===== src/rtl/grill_scheduler.sv =====
// grill_scheduler: per-slot steak cooking FSMs driven by the one-per-second tick,
// with a one-command-per-cycle player command port (place/flip/serve/discard).
// Slot state, counters and underdone flags update one cycle after a tick or command.
// Command responses (ack/err/serve) are registered and appear one cycle after acceptance.
module grill_scheduler #(
   parameter int NUM_SLOTS = 4,
   parameter int SLOT_W    = 2,
   parameter int SIDE_TIME = 5,
   parameter int BURN_TIME = 3,
   parameter int CNT_W     = 4
) (
   input  logic                   clk,
   input  logic                   reset,
   input  logic                   tick,
   input  logic                   cmd_valid,
   input  logic [1:0]             cmd_op,
   input  logic [SLOT_W-1:0]      cmd_slot,
   output logic                   cmd_ready,
   output logic                   cmd_ack,
   output logic                   cmd_err,
   output logic [3*NUM_SLOTS-1:0] slot_state,
   output logic                   served_pulse,
   output logic [1:0]             served_quality
);

   typedef enum logic [2:0] {
      ST_EMPTY = 3'd0,
      ST_SIDE1 = 3'd1,
      ST_SIDE2 = 3'd2,
      ST_READY = 3'd3,
      ST_BURNT = 3'd4
   } slot_st_t;

   typedef enum logic [1:0] {
      OP_PLACE   = 2'b00,
      OP_FLIP    = 2'b01,
      OP_SERVE   = 2'b10,
      OP_DISCARD = 2'b11
   } op_t;

   localparam logic [CNT_W-1:0] SIDE_LIM  = CNT_W'(SIDE_TIME);
   localparam logic [CNT_W-1:0] BURN_LIM  = CNT_W'(BURN_TIME);
   localparam logic [CNT_W-1:0] CHAR_LIM  = CNT_W'(SIDE_TIME + BURN_TIME);

   // Tick counters saturate at all-ones so a held slot can never wrap back.
   function automatic logic [CNT_W-1:0] sat_inc(input logic [CNT_W-1:0] c);
      return (c == '1) ? c : c + 1'b1;
   endfunction

   slot_st_t         st      [NUM_SLOTS];
   logic [CNT_W-1:0] cnt     [NUM_SLOTS];
   logic             und     [NUM_SLOTS];
   logic [CNT_W-1:0] cnt_inc [NUM_SLOTS];

   logic             rdy_arm_p1;
   logic             acc_p0;
   logic             slot_ok_p0;
   logic             op_ok_p0;
   logic             legal_p0;
   slot_st_t         tgt_st_p0;
   logic [CNT_W-1:0] tgt_cnt_p0;
   logic             tgt_und_p0;
   op_t              op_p0;

   // ---- stage p0: decode the incoming command against the targeted slot ----
   always_comb begin
      op_p0      = op_t'(cmd_op);
      acc_p0     = cmd_valid & cmd_ready;
      slot_ok_p0 = (int'(cmd_slot) < NUM_SLOTS);
      tgt_st_p0  = ST_EMPTY;
      tgt_cnt_p0 = '0;
      tgt_und_p0 = 1'b0;
      for (int i = 0; i < NUM_SLOTS; i++) begin
         if (cmd_slot == SLOT_W'(i)) begin
            tgt_st_p0  = st[i];
            tgt_cnt_p0 = cnt[i];
            tgt_und_p0 = und[i];
         end
      end
      op_ok_p0 = 1'b0;
      case (op_p0)
         OP_PLACE:   op_ok_p0 = (tgt_st_p0 == ST_EMPTY);
         OP_FLIP:    op_ok_p0 = (tgt_st_p0 == ST_SIDE1);
         OP_SERVE:   op_ok_p0 = (tgt_st_p0 == ST_READY);
         OP_DISCARD: op_ok_p0 = (tgt_st_p0 != ST_EMPTY);
         default:    op_ok_p0 = 1'b0;
      endcase
      legal_p0 = acc_p0 & slot_ok_p0 & op_ok_p0;
   end

   // Precompute the saturated next count for every slot.
   always_comb begin
      for (int i = 0; i < NUM_SLOTS; i++) begin
         cnt_inc[i] = sat_inc(cnt[i]);
      end
   end

   // ---- stage p1: per-slot cooking FSMs; a command on a slot pre-empts its tick ----
   always_ff @(posedge clk) begin
      if (reset) begin
         for (int i = 0; i < NUM_SLOTS; i++) begin
            st[i]  <= ST_EMPTY;
            cnt[i] <= '0;
            und[i] <= 1'b0;
         end
      end else begin
         for (int i = 0; i < NUM_SLOTS; i++) begin
            if (acc_p0 && slot_ok_p0 && (cmd_slot == SLOT_W'(i))) begin
               if (legal_p0) begin
                  case (op_p0)
                     OP_PLACE: begin
                        st[i]  <= ST_SIDE1;
                        cnt[i] <= '0;
                        und[i] <= 1'b0;
                     end
                     OP_FLIP: begin
                        st[i]  <= ST_SIDE2;
                        cnt[i] <= '0;
                        und[i] <= (cnt[i] < SIDE_LIM);
                     end
                     OP_SERVE: begin
                        st[i]  <= ST_EMPTY;
                        cnt[i] <= '0;
                     end
                     default: begin
                        st[i]  <= ST_EMPTY;
                        cnt[i] <= '0;
                     end
                  endcase
               end
            end else if (tick) begin
               case (st[i])
                  ST_SIDE1: begin
                     cnt[i] <= cnt_inc[i];
                     if (cnt_inc[i] == CHAR_LIM) st[i] <= ST_BURNT;
                  end
                  ST_SIDE2: begin
                     if (cnt_inc[i] == SIDE_LIM) begin
                        st[i]  <= ST_READY;
                        cnt[i] <= '0;
                     end else begin
                        cnt[i] <= cnt_inc[i];
                     end
                  end
                  ST_READY: begin
                     cnt[i] <= cnt_inc[i];
                     if (cnt_inc[i] == BURN_LIM) st[i] <= ST_BURNT;
                  end
                  default: begin
                     cnt[i] <= cnt[i];
                  end
               endcase
            end
         end
      end
   end

   // ---- stage p1: registered ready, command response and serve result ----
   always_ff @(posedge clk) begin
      if (reset) begin
         rdy_arm_p1     <= 1'b0;
         cmd_ready      <= 1'b0;
         cmd_ack        <= 1'b0;
         cmd_err        <= 1'b0;
         served_pulse   <= 1'b0;
         served_quality <= 2'b00;
      end else begin
         rdy_arm_p1     <= 1'b1;
         cmd_ready      <= rdy_arm_p1;
         cmd_ack        <= legal_p0;
         cmd_err        <= acc_p0 & ~legal_p0;
         served_pulse   <= legal_p0 && (op_p0 == OP_SERVE);
         if (legal_p0 && (op_p0 == OP_SERVE))
            served_quality <= tgt_und_p0 ? 2'b01 : 2'b11;
         else
            served_quality <= 2'b00;
      end
   end

   // Flatten slot states for the display logic, slot i at [3i+2:3i].
   always_comb begin
      slot_state = '0;
      for (int i = 0; i < NUM_SLOTS; i++) begin
         slot_state[3*i +: 3] = st[i];
      end
   end

   // The count carried into a flip only matters through the underdone flag.
   logic unused_tgt_cnt;
   assign unused_tgt_cnt = ^tgt_cnt_p0;

endmodule


===== config.mk =====
export PLATFORM = sky130hd
export DESIGN_NAME = grill_scheduler
export DESIGN_NICKNAME = d
export VERILOG_FILES = /design/src/rtl/grill_scheduler.sv
export SDC_FILE = /design/constraint.sdc
export NUM_CORES = 1
export LEC_CHECK = 0
export ABC_AREA = 1
export BUFFER_PORTS_ARGS = -buffer_cell sky130_fd_sc_hd__buf_2
export CAP_MARGIN = 15
export CORE_UTILIZATION = 45
export CTS_BUF_LIST = sky130_fd_sc_hd__clkbuf_8
export CTS_CLUSTER_SIZE = 28
export DETAILED_ROUTE_END_ITERATION = 10
export SLEW_MARGIN = 20
export SYNTH_ARGS = -nofsm -noshare
export SYNTH_HDL_FRONTEND = slang
export SYNTH_SLANG_ARGS = --single-unit

===== constraint.sdc =====
create_clock -name clk -period 4.75 [get_ports clk]
set_clock_uncertainty 0.05 [all_clocks]
set_input_delay 0.95 -clock clk [delete_from_list [all_inputs] [get_ports clk]]
set_output_delay 0.95 -clock clk [all_outputs]
set_load 0.01 [all_outputs]

## Word-level counts from Yosys, hierarchy flattened

Memories as Yosys holds them, arrays and structs flattened.
Cells that the tools add are included.

- RAM bits: 32
- Output and inout bits: 18
- Memories kept: 3
- Flip-flop bits (word level): 7
- Input port bits: 8
- Word-level logic and storage cells: 446

Memories:

| name | depth | bits a word | read ports | clocked after Yosys merged registers in | write ports | RTL line | RTL |
|---|---|---|---|---|---|---|---|
| cnt | 4 | 4 | 4 | 0 | 4 | 51 | `logic [CNT_W-1:0] cnt [NUM_SLOTS];` |
| st | 4 | 3 | 4 | 0 | 4 | 50 | `slot_st_t st [NUM_SLOTS];` |
| und | 4 | 1 | 4 | 0 | 4 | 52 | `logic und [NUM_SLOTS];` |

- Equal/unequal tests: 36
- Bitwise gates (word level): 77
- Multiplexer cells: 301
- Magnitude comparators: 4
- $add $sub $neg: 4
- Reduce and logical (&&, ||, !) cells: 15

Operator list:

| kind | number |
|---|---|
| 1-bit two-way mux | 227 |
| 4-bit two-way mux | 40 |
| 3-bit two-way mux | 32 |
| 1-bit OR | 72 |
| 4-bit == test (second input constant) | 8 |
| 3-bit by 2-bit == test with 1-bit output (second input constant) | 9 |
| 4-bit by 1-bit adder with 4-bit output (second input constant) | 4 |
| 4-bit by 2-bit == test with 1-bit output (second input constant) | 4 |
| 4-bit by 3-bit == test with 1-bit output (second input constant) | 4 |
| 4-bit by 3-bit < comparator with 1-bit output (second input constant) | 4 |
| 3-bit by 1-bit == test with 1-bit output (second input constant) | 5 |
| 3-bit OR reduction | 5 |
| 2-bit == test (second input constant) | 4 |
| 1-bit logical AND | 5 |
| 2-bit by 1-bit == test with 1-bit output (second input constant) | 2 |
| 2-bit zero test | 2 |
| 1-bit case mux with 4 select lines | 1 |
| 1-bit AND | 3 |
| 3-bit zero test | 1 |
| 3-bit nonzero test | 1 |
| 2-bit two-way mux | 1 |
| 1-bit NOT | 2 |
| 2-bit OR reduction | 1 |

## Longest topological paths before layout

Gate-level depths: netlist of the first run.

- Depth in word-level cells: 21
- Depth in mapped cells: 15
- Depth with buffers taken out: 15

## Worst setup path before layout of the first run

Ideal clock, no wire load.

- Path kind: input -> register
- Start: in cmd_slot[1]
- End: mem cnt[0][0] (enable)
- Buffers on the path: 1
- Stages: 14
- Arrival time: 2338 ps
- Slack: 2050 ps
- Setup time: 313 ps
- Data required time: 4387 ps
- Path through: buf_2 -> nor2_2 -> nand2_1 -> nand3_1 -> nand2_2 -> nand3_2 -> nand2_1 -> nand3_4 -> nand3_4 -> nor2_8 -> nand2_4 -> nand2_1 -> nor2_1 -> nand3_1

RTL lines:

| what | RTL line | RTL |
|---|---|---|
| from (decl) | 17 | `input logic [SLOT_W-1:0] cmd_slot,` |
| to (decl) | 51 |  |

==> results.md, run 1 <==
* Fraction of final layout cells sized beyond drive strength 1 at 0.1383
* TritonCTS clock tree: done
* Count of cell types in the netlist at 36
* Arrival time at the worst endpoint at 2670 ps
* Final count of pins violating max slew at 0
* Hold bufs inserted after CTS at 0
* Highest cell delay on the worst timing path at 230 ps
* Critical path fanouts, max at 8
* Pin count of the biggest net entering global routing at 11
* Mean instance size in the synthesized netlist at 7.461 um^2
* Multi-input logic area at roughly 1400 um^2
* Number of inserted diodes at 0
* Buffers on Ports at 25
* Crit share post-route at 0.5746
* Cell Area, Synth at between 2000 and 3000 um^2
* Synthesis-to-finish area growth at 9.851%
* Worst path slowest cell: sky130_fd_sc_hd__nor2_1
* Most common cell type on the critical path: sky130_fd_sc_hd__nor2_1
* Largest voltage drop on the vdd net at 0.0001095 V
* Core region area at around 6000 um^2
* Sequential cell area at 1101 um^2
* Register-to-register setup slack at 2470 ps
* GRT overflow at 0
* Count of yosys warnings during synthesis at 0
* Width of the chip at 81.69 um
* Cells along the critical path: buf_2 -> clkinv_1 -> nand2_1 -> nor2_1 -> inv_1 -> nor3_2 -> inv_1 -> nor2_1 -> inv_1 -> nor2_1 -> o21bai_1 -> nor2_1 -> nand3_1
* Die outline area at 6673 um^2
* Per-cell routed wire length at 12.96 um
* F_max at between 0.3 and 0.4 GHz
* Final standard cell area without fillers at approximately 3100 um^2
* Worst min path class: flip-flop to flip-flop
* Cell depth of the worst min-delay path at 2
* Wire length of the first global-routing pass at 10170 um
* Number of nets with antenna violations after routing at 0
* Adder and majority cell fraction of the synthesized area at 0.06130
* Number of max-cap violations at 0
* Number of global-route vias before repair at 2296
* Share of the yosys chip area belonging to registers at 0.3853
* Clock tree root buffer cell: sky130_fd_sc_hd__clkbuf_8
* Dominant combinational cell family by area after synthesis: simple AND/OR/NAND/NOR gates
* Worst Hold Endpoint: cmd_ready
* Effective utilization at floorplan at 0.4743
* Cell depth of the worst flop-to-flop path at 13
* Slew of the pin with the lowest slew margin at 464.8 ps
* Number of hold violations in the final report at 0
* Post-Synth Simple-Gate Area at 0.3380
* Run status: completed
* Worst R2R End: cnt[0][2]
* RSZ-0062 raised after global routing: false
* Starting DRC count in detailed routing at 97
* Synthesized netlist cell count at 383
* Routability cong. at 0.9083
* Post-synthesis register bit count at 39
* Number of buffers added for setup after CTS at 0
* Power per cell area at 228.2 nW/um^2
* Number of cell rows at 28
* XOR/XNOR share of the synthesized area at 0.01226
* Post-detailed-placement half-perimeter wirelength at 5074 um
* Total number of clock tree sinks at 39
* Commonest non-fill, non-tap cell in the layout: sky130_fd_sc_hd__inv_1
* Leakage Power at between 1.5 and 2 nW
* Number of detailed-routing iterations run before antenna repair at 4
* Number of vias per cell after detailed routing at 5.133
* Worst Min Path Start: rdy_arm_p1
* Primary FF master, synth: sky130_fd_sc_hd__edfxtp_1
* DR vias at 2500
* Commonest cells after routing, fill and taps aside: sky130_fd_sc_hd__inv_1 (80), sky130_fd_sc_hd__nor2_1 (70), sky130_fd_sc_hd__nand2_1 (51)
* Vert. Die Dim at 81.69 um
* Number of flops mapped to enable cells by yosys at 32
* R2r startpoint: st[1][2]
* Fin Setup TNS at 0 ps
* WS Path Type: primary input to flip-flop
* Sort of element at the end of the critical path: flip-flop
* Fraction of the mapped netlist area in compound gates at 0.09063
* Clock transition time at the flip-flop clock pins of the worst setup and hold paths at 70 ps
* Post-synthesis net count at 405
* Placement Cell Area at 3067 um^2
* Count of final setup violators at 0
* Clock latency on the worst-skew pair at approximately 290 ps
* Number of buffers between clock root and the deepest sink at 2
* Fraction of synthesis flops using an asynchronous set or reset pin at 0
* Number of remaining DRC errors at 0
* Worst-case headroom to the max-slew limit at 0.6868
* Sum of routed wire length over all layers at 6313 um
* Data required time of the critical path at 4690 ps
* Clock buffers created by TritonCTS at 5
* Depth of the CTS H-tree at 2
* Fillers at 610
* Boundary Pins at 26
* Share of synthesized area spent on multiplexers at 0
* Sort of element at the start of the critical path: primary input
* Total Routing Usage GR at 0.2028
* Final min period at 2729 ps
* Total Nets Final at between 400 and 500
* Number of antenna violations at the first check in global routing at 0
* Post-CTS sizing at 0
[cells by family (layout without fill, tap and decap cells)]
kind of cell    after synthesis  count (layout)
simple gates                199             199
buf+inv                      85             114
compound gates               42              42
flops                        39              39
fa+ha+maj                    14              14
xor+xnor                      4               4
[state kept, by name, summed over array words and instances (netlist names)]
signal	cells
served_pulse	1
cmd_ack	1
cmd_err	1
und	4
cmd_ready	1
cnt	16
st	12
served_quality	2
rdy_arm_p1	1
[cells in the mapped netlist (3+ instances only)]
cell	instances	area (um^2)
sky130_fd_sc_hd__inv_1	79	296.5
sky130_fd_sc_hd__nor2_1	70	262.8
sky130_fd_sc_hd__nand2_1	51	191.4
sky130_fd_sc_hd__edfxtp_1	32	960.9
sky130_fd_sc_hd__nand3_1	31	155.2
sky130_fd_sc_hd__o21ai_0	18	90.09
sky130_fd_sc_hd__ha_1	14	175.2
sky130_fd_sc_hd__nor3_1	11	55.05
sky130_fd_sc_hd__a21oi_1	7	35.03
sky130_fd_sc_hd__dfxtp_1	7	140.1
sky130_fd_sc_hd__nand2_2	7	43.79
sky130_fd_sc_hd__nand4_1	7	43.79
sky130_fd_sc_hd__nor2_2	4	25.02
sky130_fd_sc_hd__nor4_1	4	25.02
sky130_fd_sc_hd__xor2_1	4	35.03
sky130_fd_sc_hd__a211oi_2	3	37.54
sky130_fd_sc_hd__o21ai_1	3	15.01
[metal layers]
metal	up-vias	track usage	wire length (um)
met1	1144	0.2665	3154
li1	1297	-	-
met3	8	0.03889	229
met5	-	0	0
met2	51	0.3258	2835
met4	0	0.08421	95
[critical path: cells and delay by family]
| family | cells | cell delay [ps] |
|---|---|---|
| buf+inv | 5 | 580 |
| compound gates | 1 | 170 |
| simple gates | 7 | 970 |
[power breakdown]
| part | internal (mW) | total (mW) | switching, mW |
|---|---|---|---|
| Combinational | 0.0351 | 0.112 | 0.0765 |
| Clock | 0.0958 | 0.206 | 0.110 |
| Sequential | 0.385 | 0.399 | 0.0137 |
| Total | 0.516 | 0.716 | 0.200 |
[how the worst max path moves through the flow]
stage                startpoint         to  slack [ps]  cells past startpoint
detailed placement        reset   st[1][0]        1720                     13
finish                    reset   st[1][0]        2020                     13
floorplan           cmd_slot[1]  cnt[0][0]        2050                     14
global route              reset   st[1][1]        1840                     13
global placement          reset   st[1][0]        1750                     13
CTS                       reset   st[1][0]        2010                     13
[per-stage QoR]
stage	power, mW	worst slack [ps]	util	hold slack, ps	std cells
2_1_floorplan	0.4858	2050	-	338.3	383
3_3_place_gp	0.5166	1748	0.5089	350.3	481
3_5_place_dp	0.5175	1724	0.5089	379.4	481
4_1_cts	0.7223	2013	0.5210	391.6	487
5_1_grt	0.7499	1845	0.5210	405.0	487
6_report	0.7165	2021	0.5210	384.5	487
[cell type report]
type,count,share of cell area
Tap cell,75,0.02989
Sequential cell,39,0.3507
Inverter,83,0.09924
Clock buffer,5,0.02192
Timing Repair Buffer,25,0.03986
Clock inverter,1,0.001196
Multi-Input combinational cell,259,0.4572
Note: power is estimated with default switching activity, not from simulation.
==> inputs of run 2 (changes only) <==
PLACE_DENSITY = 0.66   (was unset)
clock period = 2.5 ns   (was 4.75 ns; I/O delays follow)
==> run 2 against run 1 <==
Against the previous run: non-clock buffer count grew 6; critical path type is now flip-flop to flip-flop; global-route usage grew 0.92 points; final area grew 3.3%; register-to-register slack lost 2300 ps; count of clock-buffer cells in the layout grew 1; via count grew 0.80%; sequential power grew 90%; highest routed layer unchanged.
==> results.md, run 2 (same netlist as run 1, synthesis figures left out) <==
* Worst path slowest cell: sky130_fd_sc_hd__edfxtp_1
* Slew of the pin with the lowest slew margin at roughly 460 ps
* Leakage Power at 1.602 nW
* Overall Power at 1.535 mW
* Wire length of the first global-routing pass at between 10000 and 15000 um
* Clock latency on the worst-skew pair at 310 ps
* TritonCTS clock tree: done
* Clock tree root buffer cell: sky130_fd_sc_hd__clkbuf_8
* WS Path Type: flip-flop to flip-flop
* Width of the chip at 81.69 um
* Number of global-route vias before repair at 2320
* Number of cell rows at 28
* Final standard cell area without fillers at 3242 um^2
* Arrival time at the worst endpoint at between 2000 and 2500 ps
* Number of max-cap violations at 0
* Starting DRC count in detailed routing at 169
* Final count of pins violating max slew at 0
* Post-detailed-placement half-perimeter wirelength at 5124 um
* Sort of element at the end of the critical path: flip-flop
* Register-to-register setup slack at 200 ps
* Run status: completed
* Vert. Die Dim at 81.69 um
* Commonest non-fill, non-tap cell in the layout: sky130_fd_sc_hd__inv_1
* Total Nets Final at 441
* Largest registers in the final layout: cnt x16, st x12, und x4
* Sort of element at the start of the critical path: flip-flop
* Sum of routed wire length over all layers at about 6500 um
* Number of vias per cell after detailed routing at slightly above 5
* Effective utilization at floorplan at 0.4743
* Final min period at 2298 ps
* Clock buffers created by TritonCTS at 5
* Per-cell routed wire length at 13.07 um
* Boundary Pins at 26
* Largest voltage drop on the vdd net at 0.0003338 V
* F_max at 0.4351 GHz
* Core region area at 6026 um^2
* Hold bufs inserted after CTS at 0
* Number of inserted diodes at 0
* Number of antenna violations at the first check in global routing at 0
* Cells along the critical path: o21ai_0 -> nand3_1 -> nand2_1 -> inv_1 -> nor2_2 -> nand2_2 -> nand3_4 -> nand3_4 -> nor2_8 -> nand2_4 -> nand2_1 -> nor2_1 -> nand3_1
* Die outline area at 6673 um^2
* Number of hold violations in the final report at 0
* DR vias at about 2500
* Power per cell area at about 470 nW/um^2
* Number of buffers between clock root and the deepest sink at 2
* Number of detailed-routing iterations run before antenna repair at 4
* Multi-input logic area at 1448 um^2
* Critical path fanouts, max at 7
* Fin Setup TNS at 0 ps
* Number of remaining DRC errors at 0
* GRT overflow at 0
* Highest cell delay on the worst timing path at ~480 ps
* Crit share post-route at 0.9193
* Pin count of the biggest net entering global routing at 13
* Total Routing Usage GR at 0.2120
* Count of final setup violators at 0
* Number of nets with antenna violations after routing at 0
* Buffers on Ports at 25
* Depth of the CTS H-tree at 2
* Max reg flops at 16
* Routability cong. at 0.8842
* Fillers at 594
* Post-route core utilization at 0.5380
* Worst min path class: flip-flop to flip-flop
* Worst-case headroom to the max-slew limit at 0.6914
* Commonest cells after routing, fill and taps aside: sky130_fd_sc_hd__inv_1 (79), sky130_fd_sc_hd__nor2_1 (70), sky130_fd_sc_hd__nand2_1 (51)
* Fraction of final layout cells sized beyond drive strength 1 at 0.1619
* Top register by number of flip-flops: cnt
* Sequential cell area at 1101 um^2
* Total number of clock tree sinks at 39
* Data required time of the critical path at 2440 ps
* Synthesis-to-finish area growth at 13.44%
* Placement Cell Area at slightly above 3000 um^2
* Clock transition time at the flip-flop clock pins of the worst setup and hold paths at 80 ps
==> run 2: worst max-delay path, delay by kind of cell (launching register included) <==
family	cells	cell delay, ps
compound gates	1	200
simple gates	11	1200
flops	1	480
buf+inv	1	60
==> run 2: metrics by stage <==
stage	cells	setup WS (ps)	hold slack, ps
floorplan	383	249.5	338.3
global placement	487	29.35	342.8
detailed placement	487	-32.50	346.0
CTS	495	205.1	361.2
global route	495	-38.88	392.1
finish	495	201.6	360.4
==> run 2: where the power goes <==
part,total [mW],switching (mW),internal [mW]
logic,0.224,0.151,0.0726
clock network,0.554,0.231,0.323
registers,0.757,0.0255,0.732
==> run 2: area by class of cell <==
| type | instances | share of cell area |
|---|---|---|
| flip-flops and latches | 39 | 0.3396 |
| well taps | 75 | 0.02895 |
| multi-input cells | 259 | 0.4465 |
| clock inverters | 2 | 0.01081 |
| clock buffers | 6 | 0.02547 |
| inverters | 83 | 0.09610 |
| repair buffers | 31 | 0.05249 |
==> run 2: what timing repair did <==
item | CTS | global route
endpoints found under the hold margin | 0 | 0
endpoints found under the setup margin | 0 | 3
setup buffers | 0 | 0
resized for setup | 0 | 3
==> run 2: final timing paths <==
check / startpoint / end / depth (start not counted)
hold reg to reg: rdy_arm_p1 / cmd_ready / 2
setup / recovery: st[1][2] / cnt[0][1] / 13
setup reg to reg: st[1][2] / cnt[0][1] / 13
hold / removal: rdy_arm_p1 / cmd_ready / 2
==> run 2: per-layer routing <==
layer,vias up,share of wire,track usage
li1,1313,-,-
met4,0,0.027,0.09649
met1,1125,0.47,0.2932
met5,-,0,0
met3,12,0.053,0.03667
met2,70,0.44,0.3225
==> inputs of run 3 (changes only) <==
clock period = 1.9 ns   (was 2.5 ns; I/O delays follow)
==> run 3 against run 2 <==
Against the previous run: the flow now finishes with violations (setup timing); critical path type unchanged; combinational power rose by 150%; largest power group unchanged; sequential cell count did not move; utilization rose by 22 points; total power rose by 41%; highest routed layer unchanged; sequential share of layout area fell by 9.8 points; via count rose by 22%; final area rose by 41%; routed wire length rose by 29%; hold slack improved by 8.2 ps.
==> results.md, run 3 (same netlist as run 1, synthesis figures left out) <==
* Run status: complete, but fails checks
* Failing checks: setup timing
* R2r startpoint: st[1][2]
* Total Routing Usage GR at 0.2462
* Number of global-route vias before repair at 2810
* Worst-case headroom to the max-slew limit at 0.7761
* Post-detailed-placement half-perimeter wirelength at roughly 5800 um
* Max reg flops at 16
* Total number of clock tree sinks at 39
* Number of inserted diodes at 0
* Fraction of final layout cells sized beyond drive strength 1 at 0.5113
* Buffers on Ports at 25
* F_max at 0.4699 GHz
* Placement Cell Area at about 3800 um^2
* Sort of element at the start of the critical path: flip-flop
* Die outline area at 6673 um^2
* Crit share post-route at 1.120
* Worst R2R End: cnt[0][3]
* Power per cell area at 475.4 nW/um^2
* TritonCTS clock tree: done
* Final min period at approximately 2100 ps
* Sum of routed wire length over all layers at approximately 8400 um
* Post-route core utilization at 0.7560
* Width of the chip at 81.69 um
* Pin count of the biggest net entering global routing at 12
* Synthesis-to-finish area growth at 59.41%
* Sort of element at the end of the critical path: flip-flop
* Final standard cell area without fillers at 4556 um^2
* Count of final setup violators at 56
* Critical path fanouts, max at 6
* Vert. Die Dim at 81.69 um
* Starting DRC count in detailed routing at 190
* Cell depth of the worst flop-to-flop path at 13
* Clock tree root buffer cell: sky130_fd_sc_hd__clkbuf_8
* Number of max-cap violations at 0
* Effective utilization at floorplan at 0.4743
* Worst Min Path Start: rdy_arm_p1
* PnR worst setup slack at -228.3 ps
* Leakage Power at approximately 2.3 nW
* Largest voltage drop on the vdd net at about 0.00046 V
* Number of vias per cell after detailed routing at 5.044
* Arrival time at the worst endpoint at 2080 ps
* Data required time of the critical path at 1850 ps
* Core region area at 6026 um^2
* Multi-input logic area at 1878 um^2
* Boundary Pins at 26
* Worst min path class: flip-flop to flip-flop
* Slew of the pin with the lowest slew margin at 332.4 ps
* RSZ-0062 raised after global routing: true
* Top register by number of flip-flops: cnt
* Hold bufs inserted after CTS at 0
* Sequential cell area at between 1000 and 1500 um^2
* Worst setup timing slack at the placement stage at -494.1 ps
* Number of detailed-routing iterations run before antenna repair at 5
* Number of buffers between clock root and the deepest sink at 2
* GRT overflow at 0
* Largest registers in the final layout: cnt x16, st x12, und x4
* Commonest cells after routing, fill and taps aside: sky130_fd_sc_hd__buf_4 (105), sky130_fd_sc_hd__inv_1 (64), sky130_fd_sc_hd__nor2_1 (51)
* Number of nets with antenna violations after routing at 0
* Cell depth of the worst min-delay path at 2
* Depth of the CTS H-tree at 2
* Number of hold violations in the final report at 0
* Worst Hold Endpoint: cmd_ready
* Number of antenna violations at the first check in global routing at 0
* Wire length of the first global-routing pass at 12490 um
* Number of remaining DRC errors at 0
* Register-to-register setup slack at -230 ps
* DR vias at 3062
* Number of cell rows at 28
* Clock transition time at the flip-flop clock pins of the worst setup and hold paths at 80 ps
* Clock buffers created by TritonCTS at 5
* Clock latency on the worst-skew pair at 290 ps
* Routability cong. at 0.8783
* Final count of pins violating max slew at 0
* Commonest non-fill, non-tap cell in the layout: sky130_fd_sc_hd__buf_4
* Total Nets Final at 553
* Fillers at between 400 and 500
* Per-cell routed wire length at 13.76 um
* WS Path Type: flip-flop to flip-flop
* Worst hold slack across all endpoints at 368.6 ps
==> run 3: cell types whose count changed in the layout (fill, tap and decap cells not counted), moves of 12 or more <==
cell | before | now
sky130_fd_sc_hd__nor2_1 | 70 | 51
sky130_fd_sc_hd__buf_6 | 0 | 13
sky130_fd_sc_hd__nor2_2 | 4 | 17
sky130_fd_sc_hd__nand2_1 | 51 | 36
sky130_fd_sc_hd__nand3_1 | 31 | 17
sky130_fd_sc_hd__inv_1 | 79 | 64
sky130_fd_sc_hd__inv_2 | 2 | 16
sky130_fd_sc_hd__buf_4 | 6 | 105
sky130_fd_sc_hd__o21ai_2 | 0 | 12
sky130_fd_sc_hd__o21ai_0 | 17 | 2
sky130_fd_sc_hd__nand3_2 | 1 | 14
==> run 3: worst max-delay path by stage <==
stage / startpoint / to / slack (ps) / depth (start not counted)
6_report: st[1][2] / cnt[0][3] / -230 / 13
5_1_grt: cnt[3][0] / st[3][0] / -310 / 14
4_1_cts: st[1][2] / cnt[2][1] / -180 / 10
3_5_place_dp: cmd_slot[0] / cnt[2][1] / -490 / 13
3_3_place_gp: cmd_slot[1] / cnt[2][1] / -420 / 12
2_1_floorplan: cmd_slot[1] / st[1][0] / -150 / 14
==> run 3: metrics by stage <==
step | instances | power (mW) | setup TNS [ps]
after CTS | 597 | 2.094 | -6091
after floorplan | 383 | 1.223 | -2475
after detailed placement | 577 | 1.431 | -20090
after global placement | 577 | 1.421 | -16920
after global routing | 607 | 2.258 | -14480
final | 607 | 2.166 | -9004
==> run 3: area by class of cell <==
class / instances / share of cell area
flip-flops and latches: 39 / 0.2417
clock inverters: 1 / 0.0008239
inverters: 83 / 0.06976
clock buffers: 7 / 0.02115
well taps: 75 / 0.02060
multi-input cells: 259 / 0.4122
repair buffers: 143 / 0.2337
==> run 3: critical path: stages (launching register included) <==
cell and delay (ps):
sky130_fd_sc_hd__edfxtp_1 420, sky130_fd_sc_hd__o21ai_2 150, sky130_fd_sc_hd__nand3_2 90, sky130_fd_sc_hd__nand2_2 120
sky130_fd_sc_hd__inv_2 40, sky130_fd_sc_hd__nor2_2 110, sky130_fd_sc_hd__nand2_2 80, sky130_fd_sc_hd__nand3_4 140
sky130_fd_sc_hd__nand4_4 210, sky130_fd_sc_hd__inv_2 120, sky130_fd_sc_hd__nand2_2 90, sky130_fd_sc_hd__nand2_4 80
sky130_fd_sc_hd__nor2_2 40, sky130_fd_sc_hd__nand3_2 110
==> run 3: report_power, final <==
| part | internal (mW) | switching (mW) | total (mW) |
|---|---|---|---|
| combinational | 0.253 | 0.302 | 0.555 |
| sequential | 0.963 | 0.0305 | 0.993 |
| clock | 0.326 | 0.292 | 0.618 |
==> run 3: timing repair <==
action	4_1_cts	5_1_grt
pin swaps	25	31
resized for setup	76	71
setup buffers	12	13
endpoints found under the setup margin	62	66
==> run 3: layer usage <==
| layer | wire length, um | global-route usage | up-vias |
|---|---|---|---|
| li1 | - | - | 1542 |
| met1 | 3807 | 0.3296 | 1432 |
| met2 | 4137 | 0.4183 | 79 |
| met3 | 311 | 0.03778 | 9 |
| met4 | 95 | 0.05439 | 0 |
| met5 | 0 | 0 | - |
